==> src/rtl/rand_sched.sv <==
// rtl/rand_sched.sv - round-robin scheduler handing out words from a reseedable PRNG
// Optional automatic reseed every RESEED_INTERVAL grants: define RAND_SCHED_AUTO_RESEED_EN.
module rand_sched #(
  parameter int NUM_REQ         = 4,
  parameter int WIDTH           = 64,
  parameter int WARMUP_CYCLES   = 8,
  parameter int RESEED_INTERVAL = 1024
) (
  input  logic               clk,
  input  logic               reset_n,
  output logic               gen_reset,
  input  logic [WIDTH-1:0]   rand_vect,
  input  logic [NUM_REQ-1:0] req,
  output logic [NUM_REQ-1:0] gnt,
  output logic [WIDTH-1:0]   rand_out,
  input  logic               reseed_req,
  output logic               busy
);

  localparam int PW  = $clog2(NUM_REQ);
  localparam int WCW = $clog2(WARMUP_CYCLES);

  typedef enum logic [1:0] {ST_RESEED, ST_WARMUP, ST_SERVE} state_t;

  state_t             state, state_nxt;
  logic [PW-1:0]      ptr, sel_idx;
  logic               sel_valid;
  logic [NUM_REQ-1:0] elig;
  logic [WCW-1:0]     wcnt;
  logic               grant_en, grant, interval_end;

  // Round-robin search starting one past the last granted requester
  always_comb begin
    int j;
    elig      = req & ~gnt;
    sel_valid = 1'b0;
    sel_idx   = ptr;
    j         = 0;
    for (int i = 1; i <= NUM_REQ; i++) begin
      j = int'(ptr) + i;
      if (j >= NUM_REQ) j = j - NUM_REQ;
      if (!sel_valid && elig[PW'(j)]) begin
        sel_valid = 1'b1;
        sel_idx   = PW'(j);
      end
    end
  end

  assign grant = grant_en & sel_valid;

`ifdef RAND_SCHED_AUTO_RESEED_EN
  localparam int GCW = $clog2(RESEED_INTERVAL + 1);
  logic [GCW-1:0] gcnt;

  always_ff @(posedge clk or negedge reset_n) begin
    if (!reset_n)              gcnt <= '0;
    else if (state == ST_RESEED) gcnt <= '0;
    else if (grant)            gcnt <= gcnt + GCW'(1);
  end

  assign interval_end = grant && (gcnt == GCW'(RESEED_INTERVAL - 1));
`else
  logic unused_interval;
  assign unused_interval = (RESEED_INTERVAL == 0);
  assign interval_end    = 1'b0;
`endif

  always_ff @(posedge clk or negedge reset_n) begin
    if (!reset_n) state <= ST_RESEED;
    else          state <= state_nxt;
  end

  always_comb begin
    state_nxt = state;
    case (state)
      ST_RESEED: state_nxt = ST_WARMUP;
      ST_WARMUP: if (wcnt == WCW'(WARMUP_CYCLES - 1)) state_nxt = ST_SERVE;
      ST_SERVE:  if (reseed_req || interval_end) state_nxt = ST_RESEED;
      default:   state_nxt = ST_RESEED;
    endcase
  end

  always_comb begin
    gen_reset = (state == ST_RESEED);
    busy      = (state != ST_SERVE);
    grant_en  = (state == ST_SERVE) && !reseed_req;
  end

  // Warm-up counter is held at zero outside WARMUP so it starts clean on entry
  always_ff @(posedge clk or negedge reset_n) begin
    if (!reset_n)                wcnt <= '0;
    else if (state == ST_WARMUP) wcnt <= wcnt + WCW'(1);
    else                         wcnt <= '0;
  end

  always_ff @(posedge clk or negedge reset_n) begin
    if (!reset_n) begin
      gnt      <= '0;
      rand_out <= '0;
      ptr      <= PW'(NUM_REQ - 1);
    end else begin
      gnt <= '0;
      if (grant) begin
        gnt      <= NUM_REQ'(1) << sel_idx;
        rand_out <= rand_vect;
        ptr      <= sel_idx;
      end
    end
  end

endmodule

==> config.mk <==
export PLATFORM = sky130hd
export DESIGN_NAME = rand_sched
export DESIGN_NICKNAME = d
export VERILOG_FILES = /design/src/rtl/rand_sched.sv
export SDC_FILE = /design/constraint.sdc
export NUM_CORES = 1
export LEC_CHECK = 0
export ABC_AREA = 1
export BUFFER_PORTS_ARGS = -buffer_cell sky130_fd_sc_hd__buf_2
export CAP_MARGIN = 20
export CORE_ASPECT_RATIO = 1.4
export CORE_MARGIN = 2
export CORE_UTILIZATION = 47
export DETAILED_ROUTE_END_ITERATION = 8
export MAX_ROUTING_LAYER = met4
export PLACE_DENSITY_LB_ADDON = 0.05
export SETUP_SLACK_MARGIN = 0.5
export SYNTH_ARGS = -nofsm -noshare
export SYNTH_HDL_FRONTEND = slang
export SYNTH_SLANG_ARGS = --single-unit
==> constraint.sdc <==
create_clock -name clk -period 2.3 [get_ports clk]
set_clock_uncertainty 0.1 [all_clocks]
set_input_delay 0.115 -clock clk [delete_from_list [all_inputs] [get_ports clk]]
set_output_delay 0.115 -clock clk [all_outputs]
set_load 0.05 [all_outputs]
==> impl_metrics.xml, run 1 <==
<?xml version="1.0" encoding="UTF-8"?>
<metrics>
  <group name="floorplan">
    <metric name="core_region_area" unit="um^2">6570</metric>
    <metric name="die-area" unit="um^2">7450</metric>
    <metric name="initial_core_util" unit="%">48.4</metric>
    <metric name="die_w" unit="um">73.5</metric>
    <metric name="die_h" unit="um">101</metric>
    <metric name="io-pin-count" unit="">141</metric>
    <metric name="placementRows" unit="">35</metric>
  </group>
  <group name="pwr">
    <metric name="clock_power_share" unit="%">13.3</metric>
    <metric name="p_sw" unit="mW">4.35</metric>
    <metric name="leakage_power_of_the_design" unit="nW">3.12</metric>
    <metric name="power_density" unit="nW/um^2">1460</metric>
    <metric name="ir_drop" unit="uV">996</metric>
    <metric name="power.share.sequential" unit="%">28.6</metric>
    <metric name="switching_share" unit="%">53.2</metric>
    <metric name="p_int" unit="mW">3.83</metric>
    <metric name="pwr-share-comb" unit="%">58.1</metric>
  </group>
  <group name="grt">
    <metric name="antenna_found_initial" unit="">0</metric>
    <metric name="grt_remaining_overflow" unit="">0</metric>
    <metric name="grt_util_all_layers" unit="%">28.3</metric>
    <metric name="maximum_number_of_pins_on_one_net_before_global_route_repair" unit="">43</metric>
    <metric name="grt_pass1_vias" unit="">3369</metric>
    <metric name="first_pass_grt_wire_length" unit="um">15600</metric>
  </group>
  <group name="clock_tree">
    <metric name="clock_sinks" unit="">75</metric>
    <metric name="cts.htree.levels" unit="">3</metric>
    <metric name="clk_root_buffer_cell" unit="">clkbuf_8</metric>
    <metric name="tritoncts" unit="">yes</metric>
    <metric name="worstSkewPairLatency" unit="ns">0.34</metric>
    <metric name="cts_made_buffers" unit="">9</metric>
    <metric name="cts.path.max_buffers" unit="">2</metric>
    <metric name="worst_setup_hold_path_clk_slew" unit="ns">0.08</metric>
  </group>
  <group name="drt">
    <metric name="via_to_cell_ratio" unit="">5.07</metric>
    <metric name="first_pass_iters" unit="">4</metric>
    <metric name="drc" unit="">0</metric>
    <metric name="route.detailed.wl_per_inst" unit="um">16.6</metric>
    <metric name="violation_count_after_the_first_detailed_routing_iteration" unit="">351</metric>
    <metric name="via_count" unit="">3504</metric>
    <metric name="route.antenna.remaining_nets" unit="">0</metric>
    <metric name="finalWirelength" unit="um">11500</metric>
  </group>
  <group name="placed_design">
    <metric name="numPortBuffers" unit="">140</metric>
    <metric name="placed_cell_area" unit="um^2">3940</metric>
    <metric name="place_worst_setup_slack" unit="ns">0.194</metric>
    <metric name="dpl.hpwl" unit="um">5290</metric>
    <metric name="gp_congestion" unit="">0.876</metric>
  </group>
  <group name="timing">
    <metric name="slew_violations" unit="">0</metric>
    <metric name="layout_worst_path_cycle_share" unit="%">91.5</metric>
    <metric name="fin_crit" unit="ns">2.10</metric>
    <metric name="final_worst_setup_slack" unit="ns">0.196</metric>
    <metric name="rsz0062_at_grt" unit="">yes</metric>
    <metric name="setup_viol" unit="">0</metric>
    <metric name="totalNegativeSetupSlack" unit="ns">0</metric>
    <metric name="hold-worst-slack" unit="ns">0.0697</metric>
    <metric name="worst-slew-pin-transition" unit="ns">0.554</metric>
    <metric name="timing.slew.headroom" unit="%">63.1</metric>
    <metric name="achievable-frequency" unit="MHz">475</metric>
    <metric name="hold_violations" unit="">0</metric>
  </group>
  <group name="cells_and_area">
    <metric name="count_of_inserted_antenna_diode_cells" unit="">0</metric>
    <metric name="num-nets-final" unit="">687</metric>
    <metric name="postLayoutCellArea" unit="um^2">5600</metric>
    <metric name="layout_commonest_cell" unit="">nand2_1</metric>
    <metric name="most-common-layout-cells" unit="">nand2_1 (181), buf_2 (139), dfrtp_1 (69), dlygate4sd3_1 (65), nand2_2 (29)</metric>
    <metric name="layout-drive-gt1-share" unit="%">43.6</metric>
    <metric name="areaGrowthSynthToFinish" unit="%">76.1</metric>
  </group>
  <group name="worst_setup_path">
    <metric name="worstPathRequired" unit="ns">2.47</metric>
    <metric name="path_max_fanout" unit="">6</metric>
    <metric name="cp_class" unit="">reg2reg</metric>
    <metric name="critPathArrivalTime" unit="ns">2.27</metric>
    <metric name="critPathLaunchType" unit="">register</metric>
    <metric name="critPathCaptureType" unit="">register</metric>
  </group>
  <group name="run_status">
    <metric name="run_status" unit="">finished, final reports clean</metric>
  </group>
  <group name="logic_synthesis">
    <metric name="syn_area" unit="um^2">3180</metric>
    <metric name="seq_area_frac_synth" unit="%">59.1</metric>
    <metric name="synth_fp_nets" unit="">450</metric>
    <metric name="yosys_register_bits" unit="">75</metric>
    <metric name="syn-instance-count" unit="">377</metric>
    <metric name="yosys_warnings" unit="">0</metric>
    <metric name="syn-mean-instance-area" unit="um^2">8.44</metric>
    <metric name="synth.distinct_cells" unit="">20</metric>
  </group>
  <group name="flow_run">
    <metric name="cap_viol_max_count" unit="">0</metric>
  </group>
  <group name="min_path">
    <metric name="min_path_type" unit="">in2reg</metric>
  </group>
</metrics>
[path summary, 6_finish.rpt]
| kind | from | slack [ns] | cells past startpoint | to |
|---|---|---|---|---|
| max in group asynchronous | reset_n | 1.15 | 3 | ptr[1] |
| worst max register to register | ptr[0] | 0.20 | 11 | gnt[0] |
| min in group asynchronous | reset_n | 0.21 | 2 | wcnt[0] |
| worst min register to register | wcnt[0] | 0.34 | 1 | wcnt[0] |
| worst max-delay path | ptr[0] | 0.20 | 11 | gnt[0] |
| worst min-delay path | reseed_req | 0.07 | 4 | state[1] |
[cells in the mapped netlist (all sizes together)]
master	n	area share (%)
or2	1	0.20
nor2	15	2.1
o21ai	3	0.59
ha	2	0.79
dfrtp	73	57
a21oi	3	0.47
nand3	21	3.8
nand2	230	27
inv	12	1.5
buf	15	4.2
dfstp	2	1.7
[kinds of logic after synthesis]
kind of cell	count (synthesis)	synth area share (%)
and+or+nand+nor	267	33.4
DFF	75	59.1
buffers and inverters	27	5.70
AOI/OAI and AO/OA	6	1.06
adders and majority gates	2	0.787
[layer usage]
metal	global-route usage, %	vias to the layer above	wire, um
met5	-	-	0
met4	11.7	0	369
met3	3.88	34	586
met2	49.5	151	6440
met1	31.8	1694	4100
li1	-	1625	-
[worst max-delay path, cell delays in order, from the launching register on]
cell and delay, ns:
dfstp_2 0.63, buf_6 0.15, nand3_4 0.08, nand3_2 0.12
nand2_2 0.10, buf_4 0.14, buf_4 0.12, nand3_1 0.16
nand3_1 0.13, nand2_1 0.13, nand2_4 0.07, nor2_4 0.09
[stage by stage]
stage	util [%]	total power, mW	cells
after floorplan	-	5.37	377
after global placement	60.0	6.27	583
after detailed placement	60.0	6.31	583
after CTS	79.9	7.84	684
after global routing	85.3	8.59	691
final	85.3	8.18	691
[cell type report]
class | instances | area (um^2)
inverter | 12 | 50.0
timing repair buffer | 241 | 1920
multi-input combinational | 275 | 1460
clock inverter | 5 | 78.8
fill | 360 | 967
tap | 74 | 92.6
sequential | 75 | 1880
clock buffer | 9 | 124
[power groups by stage]
stage               Sequential, mW  Clock [mW]  Combinational (mW)
floorplan                     4.27           0                1.10
detailed placement            2.30           0                4.01
CTS                           2.29        1.09                4.46
global route                  2.41        1.16                5.02
global placement              2.30           0                3.98
finish                        2.34        1.09                4.75
[flip-flops by register name (all words and copies together) (netlist names)]
register and cells:
gnt 4, state 2, ptr 2, rand_out 64, wcnt 3
[what timing repair did]
action,CTS,global route
setup buffers,17,2
pin swaps,15,27
gates resized for setup,48,66
cloned,5,5
hold endpoints to repair,104,0
setup endpoints to repair,70,70
hold buffers,65,0
No activity file was read; power rests on OpenSTA's default activity.
==> inputs of run 2 (changes only) <==
- CORE_UTILIZATION: 47 -> 51
- CTS_CLUSTER_DIAMETER: not set -> 50
- REMOVE_ABC_BUFFERS: not set -> 1
- clock period: 2.3 -> 2.44 ns (I/O delays scaled with it)
==> run 2 against run 1 <==
Compared with the run above: the flow now finishes with violations (DRC); critical endpoint is now rand_out[18]; total power shrank 5.1%; non-clock buffer count increased by 1; highest routed layer unchanged; maximum frequency is 4.9% lower; utilization is 4.9 points higher; sequential power decreased by 6%; routed wire length is 3.1% higher; sequential share of layout area rose by 0.39 points.
==> impl_metrics.xml, run 2 (synthesis gave the netlist of run 1 again) <==
<?xml version="1.0" encoding="UTF-8"?>
<metrics>
  <group name="timing">
    <metric name="worst-slew-pin-transition" unit="ns">0.948</metric>
    <metric name="fin_crit" unit="ns">2.21</metric>
    <metric name="layout_worst_path_cycle_share" unit="%">90.6</metric>
    <metric name="setup_viol" unit="">0</metric>
    <metric name="slew_violations" unit="">0</metric>
    <metric name="timing.slew.headroom" unit="%">36.8</metric>
    <metric name="achievable-frequency" unit="MHz">452</metric>
    <metric name="rsz0062_at_grt" unit="">yes</metric>
    <metric name="totalNegativeSetupSlack" unit="ns">0</metric>
    <metric name="final_worst_setup_slack" unit="ns">0.228</metric>
    <metric name="hold_violations" unit="">0</metric>
  </group>
  <group name="worst_setup_path">
    <metric name="critPathLaunchType" unit="">register</metric>
    <metric name="critPathArrivalTime" unit="ns">2.39</metric>
    <metric name="path_max_fanout" unit="">10</metric>
    <metric name="critPathCaptureType" unit="">register</metric>
    <metric name="cp_class" unit="">reg2reg</metric>
    <metric name="r2r.worst_path.cells" unit="">11</metric>
    <metric name="worstPathRequired" unit="ns">2.62</metric>
  </group>
  <group name="clock_tree">
    <metric name="cts.path.max_buffers" unit="">2</metric>
    <metric name="tritoncts" unit="">yes</metric>
    <metric name="clock_sinks" unit="">75</metric>
    <metric name="cts_made_buffers" unit="">9</metric>
    <metric name="worstSkewPairLatency" unit="ns">0.35</metric>
    <metric name="clk_root_buffer_cell" unit="">clkbuf_8</metric>
    <metric name="worst_setup_hold_path_clk_slew" unit="ns">0.08</metric>
    <metric name="cts.htree.levels" unit="">3</metric>
  </group>
  <group name="placed_design">
    <metric name="dpl.hpwl" unit="um">5040</metric>
    <metric name="numPortBuffers" unit="">140</metric>
    <metric name="gp_congestion" unit="">0.864</metric>
    <metric name="place_worst_setup_slack" unit="ns">0.390</metric>
  </group>
  <group name="floorplan">
    <metric name="die_w" unit="um">70.7</metric>
    <metric name="initial_core_util" unit="%">51.9</metric>
    <metric name="die-area" unit="um^2">6890</metric>
    <metric name="io-pin-count" unit="">141</metric>
    <metric name="die_h" unit="um">97.4</metric>
    <metric name="core_region_area" unit="um^2">6130</metric>
    <metric name="placementRows" unit="">34</metric>
  </group>
  <group name="cells_and_area">
    <metric name="largest_register" unit="">rand_out</metric>
    <metric name="most-common-layout-cells" unit="">nand2_1 (199), buf_2 (139), dfrtp_1 (73), dlygate4sd3_1 (65), nand2_2 (20)</metric>
    <metric name="largest_registers_ranked_by_flip_flop_count" unit="">rand_out x64, gnt x4, wcnt x3</metric>
    <metric name="multi_input_gate_area_in_the_final_layout" unit="um^2">1370</metric>
    <metric name="final.fill_count" unit="">285</metric>
    <metric name="layout_commonest_cell" unit="">nand2_1</metric>
    <metric name="count_of_inserted_antenna_diode_cells" unit="">0</metric>
    <metric name="areaGrowthSynthToFinish" unit="%">73.6</metric>
    <metric name="layout-drive-gt1-share" unit="%">40.0</metric>
    <metric name="final-seq-area" unit="um^2">1880</metric>
    <metric name="flip_flop_count_of_the_largest_register_all_copies_and_words_added" unit="">64</metric>
    <metric name="num-nets-final" unit="">688</metric>
  </group>
  <group name="grt">
    <metric name="grt_pass1_vias" unit="">3464</metric>
    <metric name="antenna_found_initial" unit="">0</metric>
    <metric name="grt_remaining_overflow" unit="">0</metric>
    <metric name="first_pass_grt_wire_length" unit="um">15800</metric>
    <metric name="maximum_number_of_pins_on_one_net_before_global_route_repair" unit="">76</metric>
    <metric name="grt_util_all_layers" unit="%">30.1</metric>
  </group>
  <group name="drt">
    <metric name="first_pass_iters" unit="">7</metric>
    <metric name="route.detailed.wl_per_inst" unit="um">17.1</metric>
    <metric name="drc" unit="">2</metric>
    <metric name="violation_count_after_the_first_detailed_routing_iteration" unit="">212</metric>
    <metric name="via_to_cell_ratio" unit="">5.19</metric>
    <metric name="finalWirelength" unit="um">11800</metric>
    <metric name="route.antenna.remaining_nets" unit="">0</metric>
    <metric name="via_count" unit="">3589</metric>
  </group>
  <group name="pwr">
    <metric name="power_density" unit="nW/um^2">1410</metric>
    <metric name="ir_drop" unit="uV">1020</metric>
    <metric name="p_sw" unit="mW">4.14</metric>
    <metric name="pwr-share-comb" unit="%">58.1</metric>
    <metric name="clock_power_share" unit="%">13.5</metric>
    <metric name="p_int" unit="mW">3.62</metric>
    <metric name="power.share.sequential" unit="%">28.4</metric>
    <metric name="leakage_power_of_the_design" unit="nW">3.09</metric>
    <metric name="switching_share" unit="%">53.3</metric>
  </group>
  <group name="run_status">
    <metric name="violated_checks" unit="">DRC</metric>
    <metric name="run_status" unit="">finished with violations</metric>
  </group>
  <group name="min_path">
    <metric name="min_path_type" unit="">in2reg</metric>
    <metric name="hold-path-cell-count" unit="">4</metric>
  </group>
  <group name="flow_run">
    <metric name="cap_viol_max_count" unit="">0</metric>
  </group>
</metrics>
## run 2: layout make-up
type                    instances  share of cell area, %
clock buffers                  11                   2.38
repair buffers                242                   34.9
well taps                      72                   1.63
flip-flops and latches         75                   34.0
clock inverters                 5                   1.40
multi-input cells             275                   24.8
inverters                      12                  0.861
## run 2: power by group through the flow
stage,sequential [mW],clock [mW],combinational [mW]
after detailed placement,2.17,0,3.75
final,2.20,1.05,4.51
after global routing,2.27,1.11,4.75
after CTS,2.16,1.04,4.17
after global placement,2.16,0,3.71
after floorplan,4.04,0,0.982
## run 2: metrics by stage
stage	power [mW]	instances	utilization [%]	cell area (um^2)	hold WS, ns
finish	7.76	692	90.2	5520	0.136
floorplan	5.02	362	-	3050	-0.274
global route	8.13	692	90.2	5520	0.140
detailed placement	5.92	578	63.7	3900	0.218
CTS	7.36	680	83.8	5130	0.0752
global placement	5.87	578	63.7	3900	0.215
## run 2: repair_timing
action	in CTS	in global routing
hold buffers	65	0
resized for setup	29	48
endpoints found under the hold margin	137	0
gates cloned	2	8
buffers inserted	19	4
pin swaps	7	16
setup endpoints to repair	70	70
## run 2: critical path, cell delays in order, from the launching register on
cell and delay (ns):
dfstp_2 0.65, nand2_2 0.11, nand2_2 0.15, nand3_4 0.10, nand2_4 0.10, nand3_4 0.09, buf_4 0.16, o21ai_4 0.21
buf_12 0.16, buf_6 0.15, nand2_1 0.08, nand2_1 0.08
## run 2: worst paths after layout
kind,slack (ns),startpoint,endpoint
max in group asynchronous,1.26,reset_n,wcnt[2]
min in group asynchronous,0.34,reset_n,gnt[1]
max reg2reg,0.23,ptr[0],rand_out[18]
min reg2reg,0.35,wcnt[0],wcnt[0]
min,0.14,reseed_req,state[1]
max,0.23,ptr[0],rand_out[18]
## run 2: per-layer routing
metal / vias up / track usage (%) / wire length (um)
li1: 1622 / - / -
met1: 1729 / 34.6 / 4220
met2: 194 / 50.5 / 6560
met3: 44 / 4.77 / 653
met4: 0 / 14.7 / 418
met5: - / - / 0
==> inputs of run 3 (changes only) <==
- RECOVER_POWER: not set -> 50
==> run 3 against run 2 <==
Compared with the run above: highest routed layer unchanged; final cell count is the same; worst hold slack worse by 0.0080 ns; sequential share of layout area is 0.53 points higher; the run now ends clean; register-to-register slack worse by 0.02 ns; first-iteration DRC count rose by 0.94%; combinational power down 3%; count of clock-buffer cells in the layout did not move.
==> impl_metrics.xml, run 3 (synthesis gave the netlist of run 1 again) <==
<?xml version="1.0" encoding="UTF-8"?>
<metrics>
  <group name="timing">
    <metric name="setup_viol" unit="">0</metric>
    <metric name="hold_violations" unit="">0</metric>
    <metric name="achievable-frequency" unit="MHz">449</metric>
    <metric name="timing.slew.headroom" unit="%">36.1</metric>
    <metric name="hold-worst-slack" unit="ns">0.128</metric>
    <metric name="totalNegativeSetupSlack" unit="ns">0</metric>
    <metric name="slew_violations" unit="">0</metric>
    <metric name="fin_crit" unit="ns">2.23</metric>
    <metric name="layout_worst_path_cycle_share" unit="%">91.4</metric>
    <metric name="rsz0062_at_grt" unit="">yes</metric>
    <metric name="worst-slew-pin-transition" unit="ns">0.958</metric>
  </group>
  <group name="grt">
    <metric name="grt_pass1_vias" unit="">3464</metric>
    <metric name="maximum_number_of_pins_on_one_net_before_global_route_repair" unit="">76</metric>
    <metric name="first_pass_grt_wire_length" unit="um">15800</metric>
    <metric name="grt_util_all_layers" unit="%">30.1</metric>
    <metric name="antenna_found_initial" unit="">0</metric>
    <metric name="grt_remaining_overflow" unit="">0</metric>
  </group>
  <group name="placed_design">
    <metric name="gp_congestion" unit="">0.864</metric>
    <metric name="dpl.hpwl" unit="um">5040</metric>
    <metric name="placed_cell_area" unit="um^2">3900</metric>
    <metric name="numPortBuffers" unit="">140</metric>
  </group>
  <group name="cells_and_area">
    <metric name="multi_input_gate_area_in_the_final_layout" unit="um^2">1370</metric>
    <metric name="areaGrowthSynthToFinish" unit="%">71.0</metric>
    <metric name="postLayoutCellArea" unit="um^2">5440</metric>
    <metric name="layout_commonest_cell" unit="">nand2_1</metric>
    <metric name="most-common-layout-cells" unit="">nand2_1 (199), dfrtp_1 (73), buf_2 (71), clkbuf_1 (70), dlygate4sd3_1 (65)</metric>
    <metric name="largest_register" unit="">rand_out</metric>
    <metric name="flip_flop_count_of_the_largest_register_all_copies_and_words_added" unit="">64</metric>
    <metric name="layout-drive-gt1-share" unit="%">29.0</metric>
    <metric name="final.fill_count" unit="">340</metric>
    <metric name="count_of_inserted_antenna_diode_cells" unit="">0</metric>
    <metric name="final-seq-area" unit="um^2">1880</metric>
    <metric name="num-nets-final" unit="">688</metric>
    <metric name="largest_registers_ranked_by_flip_flop_count" unit="">rand_out x64, gnt x4, wcnt x3</metric>
  </group>
  <group name="drt">
    <metric name="first_pass_iters" unit="">7</metric>
    <metric name="violation_count_after_the_first_detailed_routing_iteration" unit="">214</metric>
    <metric name="finalWirelength" unit="um">11900</metric>
    <metric name="via_count" unit="">3602</metric>
    <metric name="drc" unit="">0</metric>
    <metric name="via_to_cell_ratio" unit="">5.21</metric>
    <metric name="route.antenna.remaining_nets" unit="">0</metric>
    <metric name="route.detailed.wl_per_inst" unit="um">17.3</metric>
  </group>
  <group name="worst_setup_path">
    <metric name="timing.critical_path.slowest_stage_cell" unit="">dfstp_2</metric>
    <metric name="crit_path_cell_trace" unit="">nand2_2 -&gt; nand2_2 -&gt; nand3_2 -&gt; nand2_2 -&gt; nand3_4 -&gt; buf_4 -&gt; o21ai_4 -&gt; buf_12 -&gt; buf_6 -&gt; nand2_1 -&gt; nand2_1</metric>
    <metric name="cp_class" unit="">reg2reg</metric>
    <metric name="most_frequent_cell_on_the_critical_path" unit="">nand2_2</metric>
    <metric name="critPathCaptureType" unit="">register</metric>
    <metric name="worstPathRequired" unit="ns">2.62</metric>
    <metric name="critPathLaunchType" unit="">register</metric>
    <metric name="path_max_fanout" unit="">10</metric>
    <metric name="max_stage_delay" unit="ns">0.65</metric>
    <metric name="critPathArrivalTime" unit="ns">2.41</metric>
  </group>
  <group name="run_status">
    <metric name="run_status" unit="">finished, final reports clean</metric>
  </group>
  <group name="clock_tree">
    <metric name="worst_setup_hold_path_clk_slew" unit="ns">0.08</metric>
    <metric name="clock_sinks" unit="">75</metric>
    <metric name="cts.path.max_buffers" unit="">2</metric>
    <metric name="tritoncts" unit="">yes</metric>
    <metric name="cts_made_buffers" unit="">9</metric>
    <metric name="clk_root_buffer_cell" unit="">clkbuf_8</metric>
    <metric name="worstSkewPairLatency" unit="ns">0.34</metric>
    <metric name="cts.htree.levels" unit="">3</metric>
  </group>
  <group name="floorplan">
    <metric name="die-area" unit="um^2">6890</metric>
    <metric name="placementRows" unit="">34</metric>
    <metric name="core_region_area" unit="um^2">6130</metric>
    <metric name="die_w" unit="um">70.7</metric>
    <metric name="initial_core_util" unit="%">51.9</metric>
    <metric name="die_h" unit="um">97.4</metric>
    <metric name="io-pin-count" unit="">141</metric>
  </group>
  <group name="pwr">
    <metric name="leakage_power_of_the_design" unit="nW">2.86</metric>
    <metric name="ir_drop" unit="uV">992</metric>
    <metric name="total_power" unit="mW">7.63</metric>
    <metric name="power_density" unit="nW/um^2">1400</metric>
  </group>
  <group name="flow_run">
    <metric name="cap_viol_max_count" unit="">0</metric>
  </group>
  <group name="min_path">
    <metric name="min_path_type" unit="">in2reg</metric>
  </group>
</metrics>
run 3: worst paths after layout:
check / slack, ns / from / cells past startpoint / to
hold reg to reg: 0.35 / wcnt[0] / 1 / wcnt[0]
min in group asynchronous: 0.36 / reset_n / 2 / gnt[1]
setup / recovery: 0.21 / ptr[0] / 11 / rand_out[18]
hold / removal: 0.13 / reseed_req / 4 / state[1]
max in group asynchronous: 1.25 / reset_n / 2 / rand_out[47]
setup reg to reg: 0.21 / ptr[0] / 11 / rand_out[18]
run 3: metrics by stage:
stage | std cells | setup WS, ns | util [%]
after floorplan | 362 | -0.336 | -
after global placement | 578 | 0.423 | 63.7
after detailed placement | 578 | 0.390 | 63.7
after CTS | 680 | 0.477 | 83.8
after global routing | 692 | 0.155 | 88.8
final | 692 | 0.211 | 88.8
run 3: final cells by class:
cell class | instances | share of cell area (%)
Timing Repair Buffer | 242 | 33.9
Clock buffer | 11 | 2.42
Clock inverter | 5 | 1.43
Tap cell | 72 | 1.66
Sequential cell | 75 | 34.6
Multi-Input combinational cell | 275 | 25.2
Inverter | 12 | 0.874
run 3: critical path, delay by kind of cell, from the launching register on:
family / cells / cell delay, ns
and+or+nand+nor: 7 / 0.71
DFF: 1 / 0.65
buffers and inverters: 3 / 0.48
AOI/OAI and AO/OA: 1 / 0.21
run 3: layer usage:
metal  track usage, %  vias to the layer above  wire [um]
met3             4.77                       46        678
met5                -                        -          0
li1                 -                     1624          -
met2             50.5                      189       6590
met4             14.7                        0        445
met1             34.6                     1743       4220
run 3: report_power, final:
| part | switching, mW | internal (mW) | total, mW |
|---|---|---|---|
| clock network | 0.472 | 0.574 | 1.05 |
| registers | 0.382 | 1.84 | 2.22 |
| logic | 3.31 | 1.06 | 4.37 |
| total | 4.16 | 3.47 | 7.63 |
run 3: what timing repair did:
action | 4_1_cts | 5_1_grt
setup buffers | 19 | 4
pin swaps | 7 | 16
hold buffers | 65 | 0
gates resized for setup | 29 | 48
setup endpoints to repair | 70 | 70
endpoints found under the hold margin | 137 | 0
cloned | 2 | 8
